<file path="src/rtl/stream_accumulator.sv">
// -----------------------------------------------------------------------------
// ripple_carry_adder
//   W-bit ripple-carry adder built from a chain of full adders.
//   a_i, b_i : W-bit operands
//   cin_i    : carry into bit 0
//   sum_o    : W-bit sum (modulo 2^W)
//   cout_o   : carry out of the most significant bit
//
// stream_accumulator
//   Sums a stream of N-bit unsigned operands in frames of up to LEN operands.
//   A frame ends after LEN operands or earlier on in_last. The frame sum, the
//   operand count and a sticky carry-out flag are then presented on a
//   registered output handshake. The next frame starts once the result has
//   been taken.
//   clk, rst_n           : clock, asynchronous active-low reset
//   in_valid/in_ready    : operand handshake; in_data is the operand and
//                          in_last marks the final operand of a frame
//   out_valid/out_ready  : result handshake
//   out_sum              : frame sum modulo 2^ACC_W
//   out_count            : operands in the frame (1..LEN)
//   out_ovf              : at least one adder carry-out occurred in the frame
// -----------------------------------------------------------------------------

module ripple_carry_adder #(
  parameter int W = 8
) (
  input  logic [W-1:0] a_i,
  input  logic [W-1:0] b_i,
  input  logic         cin_i,
  output logic [W-1:0] sum_o,
  output logic         cout_o
);

  logic [W:0] carry;

  assign carry[0] = cin_i;

  for (genvar gi = 0; gi < W; gi++) begin : g_fa
    assign sum_o[gi]    = a_i[gi] ^ b_i[gi] ^ carry[gi];
    assign carry[gi+1]  = (a_i[gi] & b_i[gi]) | (carry[gi] & (a_i[gi] ^ b_i[gi]));
  end

  assign cout_o = carry[W];

endmodule

module stream_accumulator #(
  parameter int N     = 8,
  parameter int ACC_W = N + 2,
  parameter int LEN   = 4,
  localparam int CW   = $clog2(LEN + 1)
) (
  input  logic             clk,
  input  logic             rst_n,
  input  logic             in_valid,
  output logic             in_ready,
  input  logic [N-1:0]     in_data,
  input  logic             in_last,
  output logic             out_valid,
  input  logic             out_ready,
  output logic [ACC_W-1:0] out_sum,
  output logic [CW-1:0]    out_count,
  output logic             out_ovf
);

  typedef enum logic {
    ACCUM = 1'b0,
    DONE  = 1'b1
  } state_e;

  state_e             state_q, state_d;
  logic [ACC_W-1:0]   acc_q, acc_d;
  logic [CW-1:0]      cnt_q, cnt_d;
  logic               ovf_q, ovf_d;
  logic [ACC_W-1:0]   sum_q, sum_d;
  logic [CW-1:0]      count_q, count_d;
  logic               ovf_out_q, ovf_out_d;

  logic [ACC_W-1:0]   add_sum;
  logic               add_cout;
  logic               accept;
  logic               frame_end;
  logic [CW-1:0]      cnt_inc;

  ripple_carry_adder #(
    .W (ACC_W)
  ) u_adder (
    .a_i    (acc_q),
    .b_i    (ACC_W'(in_data)),
    .cin_i  (1'b0),
    .sum_o  (add_sum),
    .cout_o (add_cout)
  );

  // Handshake outputs decode registered state only, never inputs.
  assign in_ready  = (state_q == ACCUM);
  assign out_valid = (state_q == DONE);

  assign accept    = in_valid && (state_q == ACCUM);
  assign cnt_inc   = cnt_q + 1'b1;
  // cnt_q holds operands already taken, so LEN-1 means this accept is the LEN-th.
  assign frame_end = accept && (in_last || (cnt_q == CW'(LEN - 1)));

  always_comb begin
    // NOTE: every variable gets a default first so no path leaves it unassigned,
    // which would infer a latch.
    state_d   = state_q;
    acc_d     = acc_q;
    cnt_d     = cnt_q;
    ovf_d     = ovf_q;
    sum_d     = sum_q;
    count_d   = count_q;
    ovf_out_d = ovf_out_q;

    unique case (state_q)
      ACCUM: begin
        if (accept) begin
          acc_d = add_sum;
          cnt_d = cnt_inc;
          ovf_d = ovf_q | add_cout;
          if (frame_end) begin
            sum_d     = add_sum;
            count_d   = cnt_inc;
            ovf_out_d = ovf_q | add_cout;
            state_d   = DONE;
          end
        end
      end
      DONE: begin
        // Result fields stay put; only the running state is cleared.
        if (out_ready) begin
          acc_d   = '0;
          cnt_d   = '0;
          ovf_d   = 1'b0;
          state_d = ACCUM;
        end
      end
      default: state_d = ACCUM;
    endcase
  end

  // NOTE: sequential state uses non-blocking assignments so every register
  // samples the pre-edge values, independent of statement order.
  // NOTE: result registers are reset too, so outputs read zero right after reset.
  always_ff @(posedge clk or negedge rst_n) begin
    if (!rst_n) begin
      state_q   <= ACCUM;
      acc_q     <= '0;
      cnt_q     <= '0;
      ovf_q     <= 1'b0;
      sum_q     <= '0;
      count_q   <= '0;
      ovf_out_q <= 1'b0;
    end else begin
      state_q   <= state_d;
      acc_q     <= acc_d;
      cnt_q     <= cnt_d;
      ovf_q     <= ovf_d;
      sum_q     <= sum_d;
      count_q   <= count_d;
      ovf_out_q <= ovf_out_d;
    end
  end

  assign out_sum   = sum_q;
  assign out_count = count_q;
  assign out_ovf   = ovf_out_q;

endmodule

</file>
<file path="config.mk">
export PLATFORM = sky130hd
export DESIGN_NAME = stream_accumulator
export DESIGN_NICKNAME = d
export VERILOG_FILES = /design/src/rtl/stream_accumulator.sv
export SDC_FILE = /design/constraint.sdc
export NUM_CORES = 1
export LEC_CHECK = 0
export ABC_CLOCK_PERIOD_IN_PS = 5690
export BUFFER_PORTS_ARGS = -buffer_cell sky130_fd_sc_hd__buf_2
export CAP_MARGIN = 20
export CORE_ASPECT_RATIO = 1.4
export CORE_MARGIN = 1.5
export CORE_UTILIZATION = 46
export DETAILED_ROUTE_END_ITERATION = 8
export GPL_TIMING_DRIVEN = 0
export PLACE_DENSITY = 0.68
export SYNTH_ARGS = -nofsm -noshare
export SYNTH_HDL_FRONTEND = slang
export SYNTH_HIERARCHICAL = 1
export SYNTH_SLANG_ARGS = --single-unit
export TNS_END_PERCENT = 5
</file>
<file path="constraint.sdc">
create_clock -name clk -period 5.69 [get_ports clk]
set_clock_uncertainty 0.15 [all_clocks]
set_input_delay 0.2845 -clock clk [delete_from_list [all_inputs] [get_ports clk]]
set_output_delay 0.2845 -clock clk [all_outputs]
set_load 0.02 [all_outputs]
</file>
==> summary.md, run 1 <==
| Metric | Value |
|---|---|
| Post-synth top area share | between 40% and 50% |
| CP max stage delay | 0.43 ns |
| Post-synth top cells | dfrtp_1 (29), inv_1 (16), mux2i_1 (14), nand2_1 (14), o21ai_0 (12) |
| Synthesized area per cell | between 10 and 15 um2 |
| DR pass1 iterations | 4 |
| Cts repair resizes | 0 |
| GPL Wtd Cong | about 0.75 |
| Initial Utilization | 48.4% |
| Hold Slack | about 0.08 ns |
| Cell mode on critical path | fa_1 |
| Die Area | 0.00368 mm2 |
| Crit path required time | 5.74 ns |
| First-pass GRT wire length | around 4500 um |
| Iter 0 DRT Violations | 10 |
| Filler cell count | between 200 and 300 |
| Crit end category | register |
| Syn. warnings | 6 |
| Crit start category | register |
| Flop pwr share | between 30 and 40% |
| Maximum vdd drop | ~0.27 mV |
| Detailed Route WL | 2650 um |
| Mapped cell area | between 0.0015 and 0.002 mm2 |
| Synthesized flop and latch total | 29 |
| Sequential fraction of the synthesis area | a little under half |
| Pre-CTS setup slack | between 0.8 and 0.9 ns |
| # placed instances | roughly 190 |
| Worst path slowest cell | fa_1 |
| Power per cell area | roughly 540 mW/mm2 |
| Fmax | 0.207 GHz |
| Site row count | 24 |
| Count leader, synth | dfrtp_1 |
| Synth Instances | about 120 |
| Pin count of the biggest net entering global routing | 30 |
| Clk sinks | 29 |
| Via count | roughly 980 |
| Final TNS setup | 0 ns |
| Tcrit/Tclk final | a little under nine tenths |
| Setup Fix Bufs, Post-CTS | 0 |
| RSZ-0062 raised after global routing | false |
| Leading register cell type out of synthesis | dfrtp_1 |
| Internal power | around 0.00062 W |
| Status | complete, no violations |
| Die height | around 71 um |
| CTS Buf Count | 5 |
| Synthesis-to-finish area growth | 19.8% |
| Clk root buf | clkbuf_8 |
| Hold-fix buffers, CTS | 1 |
| Final ANT Viol Nets | 0 |
| Antenna fix cells | 0 |
| Worst-Margin Slew | between 0.6 and 0.7 ns |
| Clock buffer depth | 2 |
| Clock period minus worst slack | 4.84 ns |
| Max-cap violations | 0 |
| Top post-synthesis cells by area | dfrtp_1 (48%), fa_1 (13%), mux2i_1 (9.2%) |
| Post-DR wirelength/cell | roughly 13 um |
| Net Sw Power | 0.000375 W |
| Die Wd | 51.7 um |
| Cell taking the most area after synthesis | dfrtp_1 |
| H-tree levels | 2 |
| Sw Share | around 38% |
| Crit-path cells | fa_1, inv_1, fa_1, inv_1, fa_1, fa_1, fa_1, fa_1, fa_1, fa_1, fa_1, inv_1, fa_1, inv_1, mux2i_1, o21ai_0 |
| Clock Latency Late Sink | 0.28 ns |
| Core Area | roughly 0.0032 mm2 |
| CTS tree | yes |
| Final setup margin | 0.853 ns |
| Slew headroom | 56.3% |
| LEAKAGE | approximately 0.94 nW |
| Crit-path max FO | 3 |
| Combinational share of power | 43.8% |
| # DRC | 0 |
| Register area | a little over 700 um2 |
| Initial antenna violation count | 0 |
| Area of the multi-input gates | 701 um2 |
| Total track usage | 16.8% |
| Final setup viols | 0 |
| CP Data Arrival Time | ~4.9 ns |
| Post-Layout Cell Count | 200 |
| Port Buffer Count | 27 |
| Async SR Flop Fraction | 100% |
| Post-synth EDFFs | 0 |
| Number of nets in the layout | approximately 190 |
| Congestion Overflow GR | 0 |
| Post-DP HPWL | a little under 2000 um |
| Worst Hold Class | in -> reg |
| Clk pwr share | roughly a fifth |
| Final hold violations | 0 |
| Distinct cells, synth | 21 |
| Slew Limit Fails | 0 |
| Share of cells above drive strength 1 | between 30 and 40% |
| I/O pin count | 29 |
| Via density | 4.92 |
| Crit Path Class | reg -> reg |
| Clk slew on worst S/H paths | approximately 0.060 ns |
| Vias in the first global route | approximately 970 |
worst paths after layout:
kind / to / cells after the start / slack, ns / start
max in group asynchronous: out_sum[2] / 2 / 4.55 / rst_n
worst max-delay path: acc_q[9] / 16 / 0.85 / acc_q[0]
worst max register to register: acc_q[9] / 16 / 0.85 / acc_q[0]
worst min register to register: out_sum[0] / 1 / 0.35 / out_sum[0]
min in group asynchronous: cnt_q[2] / 2 / 0.42 / rst_n
worst min-delay path: cnt_q[0] / 2 / 0.08 / out_ready
metal layers:
layer | track usage (%) | up-vias | share of wire, %
met5 | 0 | - | 0
met3 | 4.43 | 8 | 4.4
met2 | 27.2 | 23 | 52
li1 | - | 468 | -
met4 | 8.77 | 0 | 2.5
met1 | 20.1 | 485 | 40
layout by cell type (no fill, tap or decap):
master / count
inv_1: 16
mux2_4: 6
mux2_2: 5
inv_2: 1
clkbuf_8: 7
dfrtp_1: 29
clkbuf_1: 1
ha_1: 2
a21oi_1: 1
fa_1: 10
o22ai_1: 3
nand2_1: 14
buf_12: 1
nor2_1: 1
xnor2_1: 1
o21ai_0: 12
buf_4: 2
mux2i_1: 14
buf_2: 28
clkinv_2: 1
conb_1: 3
o211ai_4: 1
dlygate4sd3_1: 1
and2b_1: 1
power by group through the flow:
stage,Clock (W),Combinational (W),Sequential [W]
floorplan,0,0.000257,0.000435
global placement,0,0.000426,0.000373
detailed placement,0,0.000441,0.000380
CTS,0.000191,0.000444,0.000376
global route,0.000198,0.000493,0.000392
finish,0.000186,0.000435,0.000374
through the flow:
step	power (W)	utilization, %	area [um2]
3_5_place_dp	0.000820	54.5	1720
4_1_cts	0.00101	58.0	1830
6_report	0.000994	58.0	1830
3_3_place_gp	0.000799	54.5	1720
2_1_floorplan	0.000692	-	1530
5_1_grt	0.00108	58.0	1830
area by class of cell:
cell class,count,area share (%)
multi-input cells,74,38.3
inverters,17,3.49
well taps,39,2.67
clock buffers,7,5.27
clock inverters,1,0.274
repair buffers,28,7.93
flip-flops and latches,29,39.7
plain buffers,5,2.39
state kept, by name, indices dropped and copies added, names as in the netlist:
register and cells:
acc_q 10, cnt_q 3, out_count 3, out_ovf 1, out_sum 10, out_valid 1
ovf_q 1
worst max-delay path, delay by kind of cell (launching register included):
family / cells / cell delay [ns]
AO/OA/AOI/OAI: 1 / 0.14
adder cells (fa/ha/maj): 10 / 3.69
buffers and inverters: 4 / 0.30
flip-flops: 1 / 0.41
multiplexers: 1 / 0.08
kinds of logic (layout without fill, tap and decap cells):
kind of cell | count (synthesis) | count (layout) | share of synthesized area [%]
and+or+nand+nor | 16 | 16 | 4.18
DFF | 29 | 29 | 47.5
other | 1 | 3 | 0.246
muxes | 25 | 25 | 18.8
xor gates and xnor gates | 1 | 1 | 0.574
buffers and inverters | 22 | 58 | 7.05
adders and majority gates | 12 | 12 | 14.8
AOI/OAI and AO/OA | 17 | 17 | 6.89
(Power assumes the default switching activity.)
==> run 2, diff against run 1 <==
- CORE_MARGIN: 1.5 -> 2
==> run 2 against run 1 <==
Net effect:
- first-iteration DRC count grew 140%
- sequential power about the same
- register-to-register slack got worse by 0.06 ns
- wire length increased by 8.2%
==> summary.md, run 2 (synthesized netlist as in run 1, its figures left out) <==
| Metric | Value |
|---|---|
| Status | complete, no violations |
| Clock buffer depth | 2 (unchanged) |
| Flop pwr share | 38.3% (+0.7 points) |
| Clk root buf | clkbuf_8 |
| CP Data Arrival Time | 4.96 ns (+0.07 ns) |
| Final setup margin | 0.788 ns (-0.0649 ns) |
| Clk slew on worst S/H paths | 0.06 ns (about the same) |
| Port Buffer Count | 27 (unchanged) |
| Via density | 4.86 (-1.2%) |
| Clock period minus worst slack | 4.90 ns (+0.0649 ns) |
| R2R depth | 16 (unchanged) |
| Worst-Margin Slew | 0.644 ns (-0.0105 ns) |
| Slew Limit Fails | 0 (unchanged) |
| H-tree levels | 2 (unchanged) |
| Max-cap violations | 0 (unchanged) |
| Congestion Overflow GR | 0 (unchanged) |
| Worst Hold Path Cells | 2 (unchanged) |
| GPL Wtd Cong | 0.697 (-7.2%) |
| Register area | 726 um2 (unchanged) |
| Slew headroom | 57.0% (+0.70 points) |
| Worst Hold Class | in -> reg |
| Post-DR wirelength/cell | 14.4 um (+8.2%) |
| Crit end category | register |
| Crit Path Class | reg -> reg |
| Die Wd | 52.7 um (+1.9%) |
| Initial antenna violation count | 0 (unchanged) |
| Number of cells on the critical path | 16 (unchanged) |
| R2R Path End | acc_q[9] |
| Pre-CTS setup slack | 0.794 ns (-0.0504 ns) |
| First-pass GRT wire length | 4900 um (+9.9%) |
| Antenna fix cells | 0 (unchanged) |
| Crit path max-delay family | adder cells |
| RR Startpoint | acc_q[0] |
| Crit start category | register |
| Crit path buf inv count | 4 (unchanged) |
| Post-DP HPWL | 2080 um (+5.6%) |
| Clk sinks | 29 (unchanged) |
| Core Area | 0.00315 mm2 (unchanged) |
| I/O pin count | 29 (unchanged) |
| Vias in the first global route | 1069 (+11%) |
| Synthesis-to-finish area growth | 18.4% |
| Number of nets in the layout | 185 (unchanged) |
| Area of the multi-input gates | 701 um2 (unchanged) |
| Commonest non-fill, non-tap cell in the layout | dfrtp_1 |
| Fmax | 0.204 GHz (-1.3%) |
| Hold Crit Start | out_ready |
| Detailed Route WL | 2870 um (+8.2%) |
| Final hold violations | 0 (unchanged) |
| Crit-path cells | fa_1, inv_1, fa_1, inv_1, fa_1, fa_1, fa_1, fa_1, fa_1, fa_1, fa_1, inv_1, fa_1, inv_1, mux2i_1, o21ai_0 |
| Hold EP | ovf_q |
| CTS tree | yes |
| CP max stage delay | 0.44 ns (about the same) |
| Crit-path max FO | 3 (unchanged) |
| Site row count | 24 (unchanged) |
| LEAKAGE | 0.927 nW (-1.6%) |
| Die height | 72.2 um (+1.4%) |
| CTS Buf Count | 5 (unchanged) |
| Final setup viols | 0 (unchanged) |
| RSZ-0062 raised after global routing | false |
| Tcrit/Tclk final | 86.2% (+1.1 points) |
| Share of cells above drive strength 1 | 30.4% (-1.9 points) |
| Reg2reg setup slack | 0.79 ns (-0.06 ns) |
| Power per cell area | 543 mW/mm2 (about the same) |
| Total track usage | 18.3% (+1.5 points) |
| Die Area | 0.00380 mm2 (+3.4%) |
| Crit path required time | 5.74 ns (about the same) |
| # DRC | 0 (unchanged) |
| Combinational share of power | 45.4% (+1.6 points) |
| Final TNS setup | 0 ns (unchanged) |
| Sw Share | 38.8% (+1.1 points) |
| Pin count of the biggest net entering global routing | 30 (unchanged) |
| Net Sw Power | 0.000381 W (+1.7%) |
| Initial Utilization | 48.4% (unchanged) |
| DR pass1 iterations | 3 (-1) |
| Worst path slowest cell | fa_1 |
| Final ANT Viol Nets | 0 (unchanged) |
| Filler cell count | 278 (-4.1%) |
| Internal power | 0.000601 W (-3.1%) |
| Via count | 972 (-1.2%) |
| Maximum vdd drop | 0.335 mV (+22%) |
| Commonest non-fill, non-tap cells in the layout | dfrtp_1 (29), buf_2 (28), inv_1 (16), nand2_1 (14), mux2i_1 (14) |
| Iter 0 DRT Violations | 24 (+14) |
| Clock Latency Late Sink | 0.28 ns (about the same) |
| Cell mode on critical path | fa_1 |
| Clk pwr share | 16.3% (-2.4 points) |
## run 2: worst register-to-register path, delay by kind of cell, from the launching register on
family                   cells  cell delay [ns]
AO/OA/AOI/OAI                1             0.14
adder cells (fa/ha/maj)     10             3.74
buffers and inverters        4             0.31
flip-flops                   1             0.41
multiplexers                 1             0.07
## run 2: worst max-delay path by stage
stage,start,to,slack (ns)
2_1_floorplan,acc_q[0],acc_q[9],1.08
3_3_place_gp,acc_q[0],acc_q[9],0.89
3_5_place_dp,acc_q[0],acc_q[9],0.79
4_1_cts,acc_q[0],acc_q[9],0.78
5_1_grt,acc_q[0],acc_q[9],0.58
6_report,acc_q[0],acc_q[9],0.79
## run 2: area by class of cell
cell class              count  area share (%)
clock buffers               8            4.43
repair buffers             28            8.03
multi-input cells          74            38.8
plain buffers               5            2.42
flip-flops and latches     29            40.1
inverters                  17            3.53
well taps                  39            2.70
## run 2: repair_timing
action                    CTS  global route
hold buffers                1             0
buffers inserted            0             0
gates resized for setup     0             0
hold endpoints to repair   29             0
## run 2: power by group through the flow
stage	clock, W	sequential, W	combinational [W]
final	0.000160	0.000376	0.000446
after CTS	0.000165	0.000378	0.000455
after floorplan	0	0.000435	0.000257
after detailed placement	0	0.000381	0.000450
after global placement	0	0.000373	0.000428
after global routing	0.000174	0.000392	0.000501
## run 2: stage by stage
| stage | std cells | total power (W) | utilization, % | cell area (um2) | hold slack [ns] |
|---|---|---|---|---|---|
| 6_report | 200 | 0.000982 | 57.3 | 1810 | 0.0899 |
| 5_1_grt | 200 | 0.00107 | 57.3 | 1810 | 0.104 |
| 4_1_cts | 200 | 0.000998 | 57.3 | 1810 | 0.0794 |
| 3_5_place_dp | 191 | 0.000831 | 54.5 | 1720 | 0.203 |
| 3_3_place_gp | 191 | 0.000801 | 54.5 | 1720 | 0.196 |
| 2_1_floorplan | 125 | 0.000692 | - | 1530 | -0.161 |
## run 2: metal layers
| layer | GRT usage [%] | part of all wire [%] | wire length (um) | vias up |
|---|---|---|---|---|
| met5 | 0 | 0 | 0 | - |
| met1 | 21.4 | 42 | 1210 | 472 |
| met2 | 29.9 | 52 | 1480 | 23 |
| li1 | - | - | - | 471 |
| met4 | 8.55 | 1.8 | 53 | 0 |
| met3 | 6.17 | 4.3 | 122 | 6 |
